==> src/rtl/bert_pkg.sv <==
// Shared definitions for the BERT measurement sequencer: state encoding and fixed timing constants.
package bert_pkg;

    localparam int unsigned STATE_W      = 3;
    localparam int unsigned CLEAR_CYCLES = 2;

    typedef enum logic [STATE_W-1:0] {
        ST_IDLE  = 3'd0,
        ST_CLEAR = 3'd1,
        ST_SEED  = 3'd2,
        ST_FLUSH = 3'd3,
        ST_COUNT = 3'd4,
        ST_SNAP  = 3'd5,
        ST_DONE  = 3'd6
    } bert_state_e;

    function automatic logic is_busy(bert_state_e s);
        return (s inside {ST_CLEAR, ST_SEED, ST_FLUSH, ST_COUNT, ST_SNAP});
    endfunction

endpackage

==> src/rtl/bert_seq_timer.sv <==
// Loadable down-counter that stops at zero; shared by the CLEAR, SEED-timeout and FLUSH phases.
module bert_seq_timer #(
    parameter int unsigned Width = 16
) (
    input  logic             i_clk,
    input  logic             i_rst,
    input  logic             i_load,
    input  logic [Width-1:0] i_load_val,
    output logic             o_zero_c
);

    logic [Width-1:0] count_q, count_d;

    always_comb begin
        count_d = count_q;
        if (i_load) begin
            count_d = i_load_val;
        end else if (count_q != '0) begin
            count_d = count_q - Width'(1);
        end
    end

    always_ff @(posedge i_clk) begin
        if (i_rst) begin
            count_q <= '0;
        end else begin
            count_q <= count_d;
        end
    end

    assign o_zero_c = (count_q == '0);

endmodule

==> src/rtl/bert_sequencer.sv <==
// Sequences a BERT measurement: clear, seed lock, pipeline flush, count, snapshot results.
// Optional error-limit stop when BERT_SEQ_ERR_LIMIT_EN is defined.
module bert_sequencer
    import bert_pkg::*;
#(
    parameter int unsigned SeedTimeoutWidth = 16,
    parameter int unsigned SettleCycles     = 8,
    parameter int unsigned FlushCycles      = 3,
    parameter int unsigned CountWidth       = 41
) (
    input  logic                        i_clk,
    input  logic                        i_rst,
    input  logic                        i_start,
    input  logic                        i_abort,
    input  logic [SeedTimeoutWidth-1:0] i_cfg_seed_timeout,
`ifdef BERT_SEQ_ERR_LIMIT_EN
    input  logic [CountWidth-1:0]       i_cfg_err_limit,
`endif
    input  logic                        i_prbs_seed_good,
    input  logic                        i_ber_shutoff,
    input  logic [CountWidth-1:0]       i_ber_count,
    input  logic [CountWidth-1:0]       i_bit_count,
    output logic                        o_bert_rst,
    output logic                        o_prbs_en,
    output logic                        o_prbs_seed_en,
    output logic                        o_prbs_run_en,
    output logic                        o_ber_count_en,
    output logic                        o_busy,
    output logic                        o_done,
    output logic                        o_fail,
    output logic [STATE_W-1:0]          o_state,
    output logic [CountWidth-1:0]       o_err_snap,
    output logic [CountWidth-1:0]       o_bits_snap
);

    localparam int unsigned TimerWidth = SeedTimeoutWidth;
    localparam int unsigned SeedCntW   = $clog2(SettleCycles + 1);

    bert_state_e           state_q, state_d;
    logic [SeedCntW-1:0]   seed_cnt_q, seed_cnt_d;
    logic                  done_q, done_d;
    logic                  fail_q, fail_d;
    logic [CountWidth-1:0] err_snap_q, err_snap_d;
    logic [CountWidth-1:0] bits_snap_q, bits_snap_d;
    logic                  bert_rst_q, prbs_en_q, seed_en_q, run_en_q, count_en_q, busy_q;

    logic                  timer_load_c;
    logic [TimerWidth-1:0] timer_val_c;
    logic                  timer_zero_c;
    logic                  lock_c;
    logic                  timeout_c;
    logic                  err_limit_hit_c;

    bert_seq_timer #(.Width(TimerWidth)) u_timer (
        .i_clk      (i_clk),
        .i_rst      (i_rst),
        .i_load     (timer_load_c),
        .i_load_val (timer_val_c),
        .o_zero_c   (timer_zero_c)
    );

`ifdef BERT_SEQ_ERR_LIMIT_EN
    assign err_limit_hit_c = (i_cfg_err_limit != '0) && (i_ber_count >= i_cfg_err_limit);
`else
    assign err_limit_hit_c = 1'b0;
`endif

    // Lock fires on the cycle the consecutive-good count reaches SettleCycles.
    assign lock_c    = i_prbs_seed_good && (seed_cnt_q == SeedCntW'(SettleCycles - 1));
    assign timeout_c = (i_cfg_seed_timeout != '0) && timer_zero_c;

    always_comb begin
        state_d      = state_q;
        seed_cnt_d   = seed_cnt_q;
        done_d       = done_q;
        fail_d       = fail_q;
        err_snap_d   = err_snap_q;
        bits_snap_d  = bits_snap_q;
        timer_load_c = 1'b0;
        timer_val_c  = '0;

        unique case (state_q)
            ST_IDLE: begin
                if (i_start && !i_abort) begin
                    state_d      = ST_CLEAR;
                    done_d       = 1'b0;
                    fail_d       = 1'b0;
                    timer_load_c = 1'b1;
                    timer_val_c  = TimerWidth'(CLEAR_CYCLES - 1);
                end
            end
            ST_CLEAR: begin
                if (i_abort) begin
                    state_d = ST_DONE;
                    fail_d  = 1'b1;
                end else if (timer_zero_c) begin
                    state_d      = ST_SEED;
                    seed_cnt_d   = '0;
                    timer_load_c = 1'b1;
                    timer_val_c  = i_cfg_seed_timeout - TimerWidth'(1);
                end
            end
            ST_SEED: begin
                if (!i_prbs_seed_good) begin
                    seed_cnt_d = '0;
                end else if (seed_cnt_q != SeedCntW'(SettleCycles)) begin
                    seed_cnt_d = seed_cnt_q + SeedCntW'(1);
                end
                if (i_abort) begin
                    state_d = ST_DONE;
                    fail_d  = 1'b1;
                end else if (lock_c) begin
                    state_d      = ST_FLUSH;
                    timer_load_c = 1'b1;
                    timer_val_c  = TimerWidth'(FlushCycles - 1);
                end else if (timeout_c) begin
                    state_d = ST_DONE;
                    fail_d  = 1'b1;
                end
            end
            ST_FLUSH: begin
                if (i_abort) begin
                    state_d = ST_DONE;
                    fail_d  = 1'b1;
                end else if (timer_zero_c) begin
                    state_d = ST_COUNT;
                end
            end
            ST_COUNT: begin
                if (i_abort || i_ber_shutoff || err_limit_hit_c) begin
                    state_d = ST_SNAP;
                end
            end
            ST_SNAP: begin
                state_d     = ST_DONE;
                err_snap_d  = i_ber_count;
                bits_snap_d = i_bit_count;
            end
            ST_DONE: begin
                state_d = ST_IDLE;
            end
            default: begin
                state_d = ST_IDLE;
            end
        endcase

        if ((state_d == ST_DONE) && (state_q != ST_DONE)) begin
            done_d = 1'b1;
        end
    end

    // Control outputs are decoded from the next state so they track the state register.
    always_ff @(posedge i_clk) begin
        if (i_rst) begin
            state_q     <= ST_IDLE;
            seed_cnt_q  <= '0;
            done_q      <= 1'b0;
            fail_q      <= 1'b0;
            err_snap_q  <= '0;
            bits_snap_q <= '0;
            bert_rst_q  <= 1'b0;
            prbs_en_q   <= 1'b0;
            seed_en_q   <= 1'b0;
            run_en_q    <= 1'b0;
            count_en_q  <= 1'b0;
            busy_q      <= 1'b0;
        end else begin
            state_q     <= state_d;
            seed_cnt_q  <= seed_cnt_d;
            done_q      <= done_d;
            fail_q      <= fail_d;
            err_snap_q  <= err_snap_d;
            bits_snap_q <= bits_snap_d;
            bert_rst_q  <= (state_d == ST_CLEAR);
            prbs_en_q   <= (state_d inside {ST_SEED, ST_FLUSH, ST_COUNT});
            seed_en_q   <= (state_d == ST_SEED);
            run_en_q    <= (state_d inside {ST_FLUSH, ST_COUNT});
            count_en_q  <= (state_d == ST_COUNT);
            busy_q      <= is_busy(state_d);
        end
    end

    assign o_state        = state_q;
    assign o_bert_rst     = bert_rst_q;
    assign o_prbs_en      = prbs_en_q;
    assign o_prbs_seed_en = seed_en_q;
    assign o_prbs_run_en  = run_en_q;
    assign o_ber_count_en = count_en_q;
    assign o_busy         = busy_q;
    assign o_done         = done_q;
    assign o_fail         = fail_q;
    assign o_err_snap     = err_snap_q;
    assign o_bits_snap    = bits_snap_q;

endmodule

==> config.mk <==
export PLATFORM = sky130hd
export DESIGN_NAME = bert_sequencer
export DESIGN_NICKNAME = d
export VERILOG_FILES = /design/src/rtl/bert_pkg.sv /design/src/rtl/bert_seq_timer.sv /design/src/rtl/bert_sequencer.sv
export SDC_FILE = /design/constraint.sdc
export NUM_CORES = 1
export LEC_CHECK = 0
export ABC_AREA = 1
export BUFFER_PORTS_ARGS = -buffer_cell sky130_fd_sc_hd__buf_2
export CORE_ASPECT_RATIO = 0.75
export CORE_UTILIZATION = 45
export CTS_CLUSTER_DIAMETER = 100
export DETAILED_ROUTE_END_ITERATION = 10
export PLACE_DENSITY = 0.77
export SLEW_MARGIN = 15
export SYNTH_ARGS = -nofsm -noshare
export SYNTH_HDL_FRONTEND = slang
export SYNTH_HIERARCHICAL = 1
export SYNTH_SLANG_ARGS = --single-unit
export TNS_END_PERCENT = 1
==> constraint.sdc <==
create_clock -name i_clk -period 2.3 [get_ports i_clk]
set_input_delay 0.46 -clock i_clk [delete_from_list [all_inputs] [get_ports i_clk]]
set_output_delay 0.46 -clock i_clk [all_outputs]
set_load 0.01 [all_outputs]
After elaboration in Yosys (flattened, before gate mapping)
Cells that the tools add are included.
{"block": "totals", "ff_bits": 113, "ram_bits": 0, "word_cells": 96, "latchBits": 0, "output_inout_bits": 93, "romBits": 0, "n_memories": 0}
{"block": "op_classes", "order_cmp": 0, "multipliers": 0, "n_mux": 37, "addsub": 3, "eq_ne": 21, "div_mod_pow": 0, "n_shift": 0, "n_reduce_logical": 22, "bitwise": 0}
{"cell": "2-to-1 mux 16 bit", "count": 4}
{"cell": "case mux 16 bit (3 select lines)", "count": 1}
{"cell": "nonzero test 16 bit", "count": 2}
{"cell": "subtractor 16 x 1 -> 16 bit, second input constant", "count": 2}
{"cell": "2-to-1 mux 3 bit", "count": 9}
{"cell": "case mux 3 bit (6 select lines)", "count": 1}
{"cell": "zero test 16 bit", "count": 1}
{"cell": "2-to-1 mux 4 bit", "count": 4}
{"cell": "== test 3 bit, second input constant", "count": 5}
{"cell": "2-to-1 mux 1 bit", "count": 13}
{"cell": "== test 3 x 2 -> 1 bit, second input constant", "count": 4}
{"cell": "inequality test 3 bit, second input constant", "count": 4}
{"cell": "nonzero test 2 bit", "count": 5}
{"cell": "case mux 4 bit (2 select lines)", "count": 1}
{"cell": "== test 3 x 1 -> 1 bit, second input constant", "count": 2}
{"cell": "inequality test 2 bit, second input constant", "count": 3}
{"cell": "case mux 1 bit (3 select lines)", "count": 2}
{"cell": "nonzero test 3 bit", "count": 2}
{"cell": "AND reduction 5 bit", "count": 1}
{"cell": "nonzero test 5 bit", "count": 1}
{"cell": "adder 4 x 1 -> 4 bit, second input constant", "count": 1}
{"cell": "== test 4 x 3 -> 1 bit, second input constant", "count": 1}
{"cell": "logical AND 1 bit", "count": 4}
{"cell": "2-to-1 mux 2 bit", "count": 2}
{"cell": "other kinds (8)", "count": 8}

Logic depth before layout (Yosys ltp)
Gate-level depths: netlist (run 1).
{"block": "depth", "word_depth": 10, "ltp_mapped": 17}

Hierarchy
Netlist (run 1), hierarchy kept.
{"mod": "bert_sequencer", "n_inst": 1, "cells_per_inst": 581, "area_per_inst_um2": 4260.3, "seq_area_each_um2": 1941.9}
{"mod": "bert_seq_timer", "n_inst": 1, "cells_per_inst": 179, "area_per_inst_um2": 1114.8, "seq_area_each_um2": 320.3}

Least setup slack after synthesis (run 1)
Ideal clock, no wire load.
{"block": "synth_path", "path_kind": "reg2reg", "start": "register u_timer.count_q[0]", "end": "register u_timer.count_q[2]", "arrival_ns": 2.252, "setup_time_ns": 0.128, "stages_incl_launch_ff": 16, "path_buffers": 2, "path_slack_ns": -0.080, "required_ns": 2.172, "cell_sequence": "dfxtp_1 -> inv_1 -> ha_1 -> nand2_4 -> nor2_8 -> nand4_4 -> inv_2 -> inv_1 -> nor3_4 -> inv_2 -> buf_2 -> nand3_1 -> clkbuf_1 -> nor2_1 -> a22oi_1 -> nor2_1"}
{"block": "synth_between", "elab_chain_len": 5, "word_cells_on_any_way": 12, "classes_between": "add/sub: 1; mux: 8; reduce/logical: 3"}
{"element": "from (decl)", "line": "bert_seq_timer.sv:12", "rtl": "logic [Width-1:0] count_q, count_d;"}
{"element": "from (signal assigned)", "line": "bert_seq_timer.sv:27", "rtl": "count_q <= count_d;"}
{"element": "zero test 16 bit (*)", "line": "bert_seq_timer.sv:31", "rtl": "assign o_zero_c = (count_q == '0);"}
{"element": "net timer_zero_c", "line": "bert_sequencer.sv:49", "rtl": "logic timer_zero_c;"}
{"element": "2-to-1 mux 1 bit (*)", "line": "bert_sequencer.sv:96", "rtl": "end else if (timer_zero_c) begin"}
{"element": "2-to-1 mux 1 bit (*)", "line": "bert_sequencer.sv:93", "rtl": "if (i_abort) begin"}
{"element": "case mux 1 bit (3 select lines) (*)", "line": "bert_sequencer.sv:82", "rtl": "unique case (state_q)"}
{"element": "net timer_load_c", "line": "bert_sequencer.sv:47", "rtl": "logic timer_load_c;"}
{"element": "2-to-1 mux 16 bit / nonzero test 2 bit (equally long branches)"}
Mark *: on every way through the listed nets, which the timed path passes. The rest lies on a longest branch. The select of a mux whose other input is x is not followed.
A chain may end at the register's enable or synchronous reset.

Worst setup path in the final report (run 1)
{"block": "layout_path", "start": "register u_timer.count_q[1]", "end": "register u_timer.count_q[10]"}
Same word-level chain as after synthesis.

==> results of run 1 <==
==> registers in the layout, summed over array words and instances (netlist names) <==
name             cells
o_prbs_en            1
o_ber_count_en       1
o_busy               1
o_state              3
o_prbs_seed_en       1
o_bert_rst           1
o_bits_snap         41
o_prbs_run_en        1
u_timer/count_q     16
o_fail               1
seed_cnt_q           4
o_done               1
o_err_snap          41
==> layer usage <==
metal  up-vias  share of wire, %  global-route usage, %
li1       2864                 -                      -
met1      2590                45                   31.5
met2       204                47                   37.8
met3        15               7.0                   6.19
met4         0              0.96                   6.15
met5         -                 0                      0
==> critical path, delay by kind of cell, from the launching register on <==
kind	cells	cell delay, ps
buf+inv	7	810
simple gates	6	710
flops	1	340
fa+ha+maj	1	150
compound gates	1	70
==> cell families (layout without fill, tap and decap cells) <==
logic type      Yosys count  after routing  share of synthesized area, %
simple gates            414            414                          35.7
compound gates          118            118                          11.3
xor+xnor                 11             11                          1.93
fa+ha+maj                 5              5                          1.16
flops                   113            113                          42.1
buf+inv                  99            302                          7.80
==> metrics by stage <==
step	instance area, um2	setup WS (ps)
after floorplan	5380	-38.4
after global placement	6470	62.9
after detailed placement	6470	-10.2
after CTS	7110	15.7
after global routing	7170	-53.2
final	7170	86.5
==> what timing repair did <==
item,in CTS,in global routing
pin swaps,0,2
hold buffers,0,0
resized for setup,3,6
endpoints found under the setup margin,6,16
gates cloned,0,0
buffers inserted,4,5
endpoints found under the hold margin,0,0
==> final timing paths <==
| path | slack [ps] | to | startpoint |
|---|---|---|---|
| worst max register to register | 90 | u_timer/count_q[10] | u_timer/count_q[1] |
| worst min-delay path | 330 | o_err_snap[9] | i_ber_count[9] |
| worst max-delay path | 90 | u_timer/count_q[10] | u_timer/count_q[1] |
| worst min register to register | 460 | o_err_snap[9] | o_err_snap[9] |
==> synthesized netlist by cell type, types with 4 or more instances <==
library cell,n,area share (%)
nand2_1,177,12
dfxtp_1,113,42
nand3_1,112,10
a21oi_1,98,9.1
nor2_1,78,5.4
inv_1,47,3.3
clkbuf_1,21,1.5
buf_2,14,1.3
o21ai_0,12,1.1
nor3_1,10,0.93
buf_4,8,1.1
inv_2,8,0.56
nor2_2,8,0.93
ha_1,5,1.2
nand3_2,5,0.93
xnor2_1,5,0.81
xor2_1,5,0.81
nand2_2,4,0.47
nor2_4,4,0.84
==> power by group <==
part	internal [mW]	total [mW]	switching [mW]
Sequential	2.17	2.37	0.193
Clock	1.70	2.61	0.911
Combinational	0.990	2.73	1.74
Total	4.86	7.71	2.85
==> layout make-up <==
type | count | area (um2)
Multi-Input combinational cell | 548 | 2730
Fill cell | 1089 | 4440
Clock inverter | 13 | 164
Sequential cell | 113 | 2260
Tap cell | 162 | 203
Timing Repair Buffer | 215 | 1170
Clock buffer | 18 | 429
Inverter | 56 | 216
==> impl_metrics.csv, run 1 <==
group,metric,value,unit
worst_setup_path,critPathMaxFanout,11,
global_route,grtUsageTotal,23.7,%
min_path,whs_path_depth,3,
worst_setup_path,slowest_stage,"dfxtp_1",
placement,dp.cells,1085,
power_and_ir_drop,leakagePower,3.29,nW
routing,drt_iter0_drc,396,
yosys,synthArstFlopShare,0,%
min_path,hold_path_class,"input port to flop",
worst_setup_path,crit_type,"flop to flop",
yosys,synth_flop_cell,"dfxtp_1",
routing,wl_per_cell,13.0,um
finish,n_antenna_cell,0,
yosys,ys_warn_count,6,
routing,detail-route-antenna-nets,0,
routing,via_count,5673,
yosys,synthesis.nets,869,
global_route,grt_max_degree,83,
placement,gp_congestion,0.887,
clocking,htreeDepth,4,
clocking,cts_tree,"yes",
finish,layout.cells.non_filler,1125,
floorplan,coreArea,11600,um2
sta,fmax,452,MHz
routing,drt-total-wl,14700,um
placement,dp_hpwl,10000,um
worst_setup_path,start_kind,"flop",
global_route,antenna_found_initial,0,
floorplan,dieArea,12400,um2
clocking,cts_buffers,17,
finish,layout.nets,1060,
sta,hold_slack,334,ps
global_route,grt_pass1_vias,5225,
yosys,ys_ff_latch,113,
yosys,syn-cell-area,5380,um2
sta,slew_headroom,50.6,%
sta,final-max-slew-violation-count,0,
clocking,path_clk_slew,60,ps
worst_setup_path,required,2560,ps
global_route,grt_pass1_wl,24000,um
floorplan,die_w,128,um
sta,period_minus_slack,2210,ps
finish,layout_commonest_cell,"buf_2",
power_and_ir_drop,ir_worst_vdd,0.628,mV
sta,hold_violations,0,
routing,via_per_inst,5.04,
yosys,synth.avg_cell_area,7.07,um2
floorplan,start_util,46.3,%
worst_setup_path,path_cells,"inv_1 -> ha_4 -> nand2_4 -> nor2_8 -> nand4_4 -> inv_2 -> inv_1 -> nor3_4 -> inv_4 -> nand3_4 -> clkinvlp_4 -> buf_4 -> buf_4 -> nand3_1 -> a21oi_1",
sta,finalCritPeriodShare,96.2,%
clocking,cts_buffer_depth,2,
clocking,ctsRootBufferMaster,"clkbuf_16",
finish,most-common-layout-cells,"buf_2 (195), nand2_1 (176), dfxtp_1 (112), nand3_1 (111), a21oi_1 (98)",
finish,final_core_util,61.7,%
floorplan,rows,34,
global_route,grt_overflow,0,
yosys,synth_edf_count,0,
worst_setup_path,arrival,2480,ps
clocking,clkLatencyLatePin,390,ps
worst_setup_path,ff2ff_path_depth,15,
yosys,synthDistinctLibCells,38,
routing,drc,0,
power_and_ir_drop,total_power,7.71,mW
floorplan,boundaryPins,197,
run,cap_viol_max_count,0,
sta,finalSetupViolCount,0,
yosys,yosysSeqAreaShare,42.1,%
power_and_ir_drop,power_density,1080,nW/um2
finish,drive_gt1_share,30.4,%
run_status,status,"finished clean",
sta,tns,0,ps
clocking,cts_num_sinks,113,
yosys,synthCells,760,
worst_setup_path,max_stage_delay,340,ps
sta,worstMarginPinSlew,742,ps
worst_setup_path,cp-end-kind,"flop",
routing,dr.pass1.iters,5,
placement,portBuffers,196,
sta,clock_skew,9.09,ps
floorplan,die_h,96.7,um
finish,areaGrowthSynthToFinish,33.4,%
No activity file was read; power rests on OpenSTA's default activity.
==> run 2: changes to the inputs <==
--- a/config.mk
+++ b/config.mk
@@ -11,7 +11,8 @@
 export CORE_UTILIZATION = 45
 export CTS_CLUSTER_DIAMETER = 100
 export DETAILED_ROUTE_END_ITERATION = 10
-export PLACE_DENSITY = 0.77
+export PLACE_DENSITY_LB_ADDON = 0.3
+export SKIP_CTS_REPAIR_TIMING = 1
 export SLEW_MARGIN = 15
 export SYNTH_ARGS = -nofsm -noshare
 export SYNTH_HDL_FRONTEND = slang
==> run 2 against run 1 <==
Wire length up 0.93%; clock power down 8.4%; non-clock buffer count down 3; sequential power about the same; die area unchanged; largest power group unchanged; highest routed layer unchanged.
==> impl_metrics.csv, run 2 (same netlist as run 1, synthesis figures left out) <==
group,metric,value,unit
run_status,status,"finished clean",
routing,drt-total-wl,14800,um
floorplan,die_h,96.7,um
worst_setup_path,ff2ff_path_depth,15,
routing,drt_iter0_drc,330,
clocking,cts_num_sinks,113,
worst_setup_path,arrival,2450,ps
clocking,clkLatencyLatePin,400,ps
sta,finalSetupViolCount,0,
sta,finalCritPeriodShare,92.4,%
finish,layout.nets,1057,
worst_setup_path,worstSetupEndpoint,"u_timer/count_q[0]",
routing,drc,0,
clocking,htreeDepth,4,
routing,via_per_inst,5.00,
floorplan,coreArea,11600,um2
finish,n_antenna_cell,0,
routing,dr.pass1.iters,5,
sta,fmax,471,MHz
floorplan,boundaryPins,197,
placement,pre_cts_ws,44.0,ps
clocking,path_clk_slew,50,ps
global_route,grt_pass1_wl,24400,um
placement,gp_congestion,0.909,
routing,detail-route-antenna-nets,0,
min_path,hold_path_class,"input port to flop",
global_route,grt_max_degree,63,
sta,rsz0062_at_grt,"false",
clocking,ctsRootBufferMaster,"clkbuf_16",
sta,worst_slack,176,ps
finish,most-common-layout-cells,"buf_2 (195), nand2_1 (176), dfxtp_1 (112), nand3_1 (111), a21oi_1 (98)",
clocking,cts_buffers,17,
run,cap_viol_max_count,0,
finish,areaGrowthSynthToFinish,31.6,%
placement,dp_hpwl,10500,um
floorplan,start_util,46.3,%
sta,worstMarginPinSlew,613,ps
power_and_ir_drop,power_density,1050,nW/um2
sta,period_minus_slack,2120,ps
floorplan,dieArea,12400,um2
worst_setup_path,r2r-end,"u_timer/count_q[0]",
worst_setup_path,required,2620,ps
global_route,grt_pass1_vias,5106,
finish,drive_gt1_share,30.4,%
worst_setup_path,start_kind,"flop",
routing,via_count,5620,
finish,layout_commonest_cell,"buf_2",
floorplan,rows,34,
worst_setup_path,critPathMaxFanout,12,
power_and_ir_drop,leakagePower,3.25,nW
global_route,grtUsageTotal,24.3,%
sta,slew_headroom,59.2,%
global_route,grt_overflow,0,
power_and_ir_drop,total_power,7.46,mW
clocking,cts_buffer_depth,2,
power_and_ir_drop,ir_worst_vdd,0.618,mV
worst_setup_path,worst-r2r-setup-slack,180,ps
worst_setup_path,startpoint,"u_timer/count_q[0]",
placement,portBuffers,196,
worst_setup_path,cp-end-kind,"flop",
clocking,cts_tree,"yes",
sta,final-max-slew-violation-count,0,
worst_setup_path,crit_type,"flop to flop",
worst_setup_path,r2r-start,"u_timer/count_q[0]",
sta,clock_skew,10.2,ps
routing,wl_per_cell,13.2,um
sta,hold_violations,0,
global_route,antenna_found_initial,0,
floorplan,die_w,128,um
finish,final_core_util,60.9,%
-- run 2: cell count changes in the layout (fill, tap and decap cells not counted), sizes merged --
cell	previous run	this run
bufinv	3	0
clkinv	5	7
buf	215	212
inv	55	58
clkinvlp	6	5
-- run 2: power breakdown --
group | switching, mW | internal, mW
Sequential | 0.196 | 2.17
Combinational | 1.73 | 0.969
Clock | 0.975 | 1.41
Total | 2.90 | 4.56
-- run 2: critical path: stages, from the launching register on --
cell	delay, ps
dfxtp_1	300
inv_1	80
ha_2	220
nand2_4	100
nor2_8	160
nand4_4	90
inv_2	110
inv_2	80
nor3_4	180
inv_2	60
nand3_2	100
clkinvlp_4	110
buf_12	150
nand3_4	120
nand2_1	70
a21oi_1	120
-- run 2: layer usage --
layer | track usage (%) | routed length (um) | vias to the layer above
met2 | 36.9 | 6580 | 200
met3 | 7.30 | 1010 | 25
met1 | 32.5 | 6950 | 2534
met4 | 8.69 | 276 | 0
met5 | 0 | 0 | -
li1 | - | - | 2861
-- run 2: through the flow --
step	setup TNS [ps]	instance area [um2]	cells	hold WS, ps
after global placement	0	6470	1088	446
after floorplan	-153	5380	760	469
final	0	7070	1123	309
after global routing	0	7070	1123	303
after detailed placement	0	6470	1088	449
after CTS	0	7020	1120	291
-- run 2: how the worst min path moves through the flow --
stage	from	endpoint	depth (start not counted)
2_1_floorplan	seed_cnt_q[0]	seed_cnt_q[0]	2
3_5_place_dp	o_bits_snap[31]	o_bits_snap[31]	2
6_report	i_rst	u_timer/count_q[3]	2
4_1_cts	i_rst	u_timer/count_q[3]	2
3_3_place_gp	o_err_snap[1]	o_err_snap[1]	2
5_1_grt	i_rst	u_timer/count_q[3]	2
-- run 2: layout make-up --
type | instances | area, um2
fillers | 1095 | 4540
flip-flops and latches | 113 | 2260
repair buffers | 212 | 1130
clock buffers | 18 | 439
multi-input cells | 548 | 2720
well taps | 162 | 203
inverters | 56 | 214
clock inverters | 14 | 106
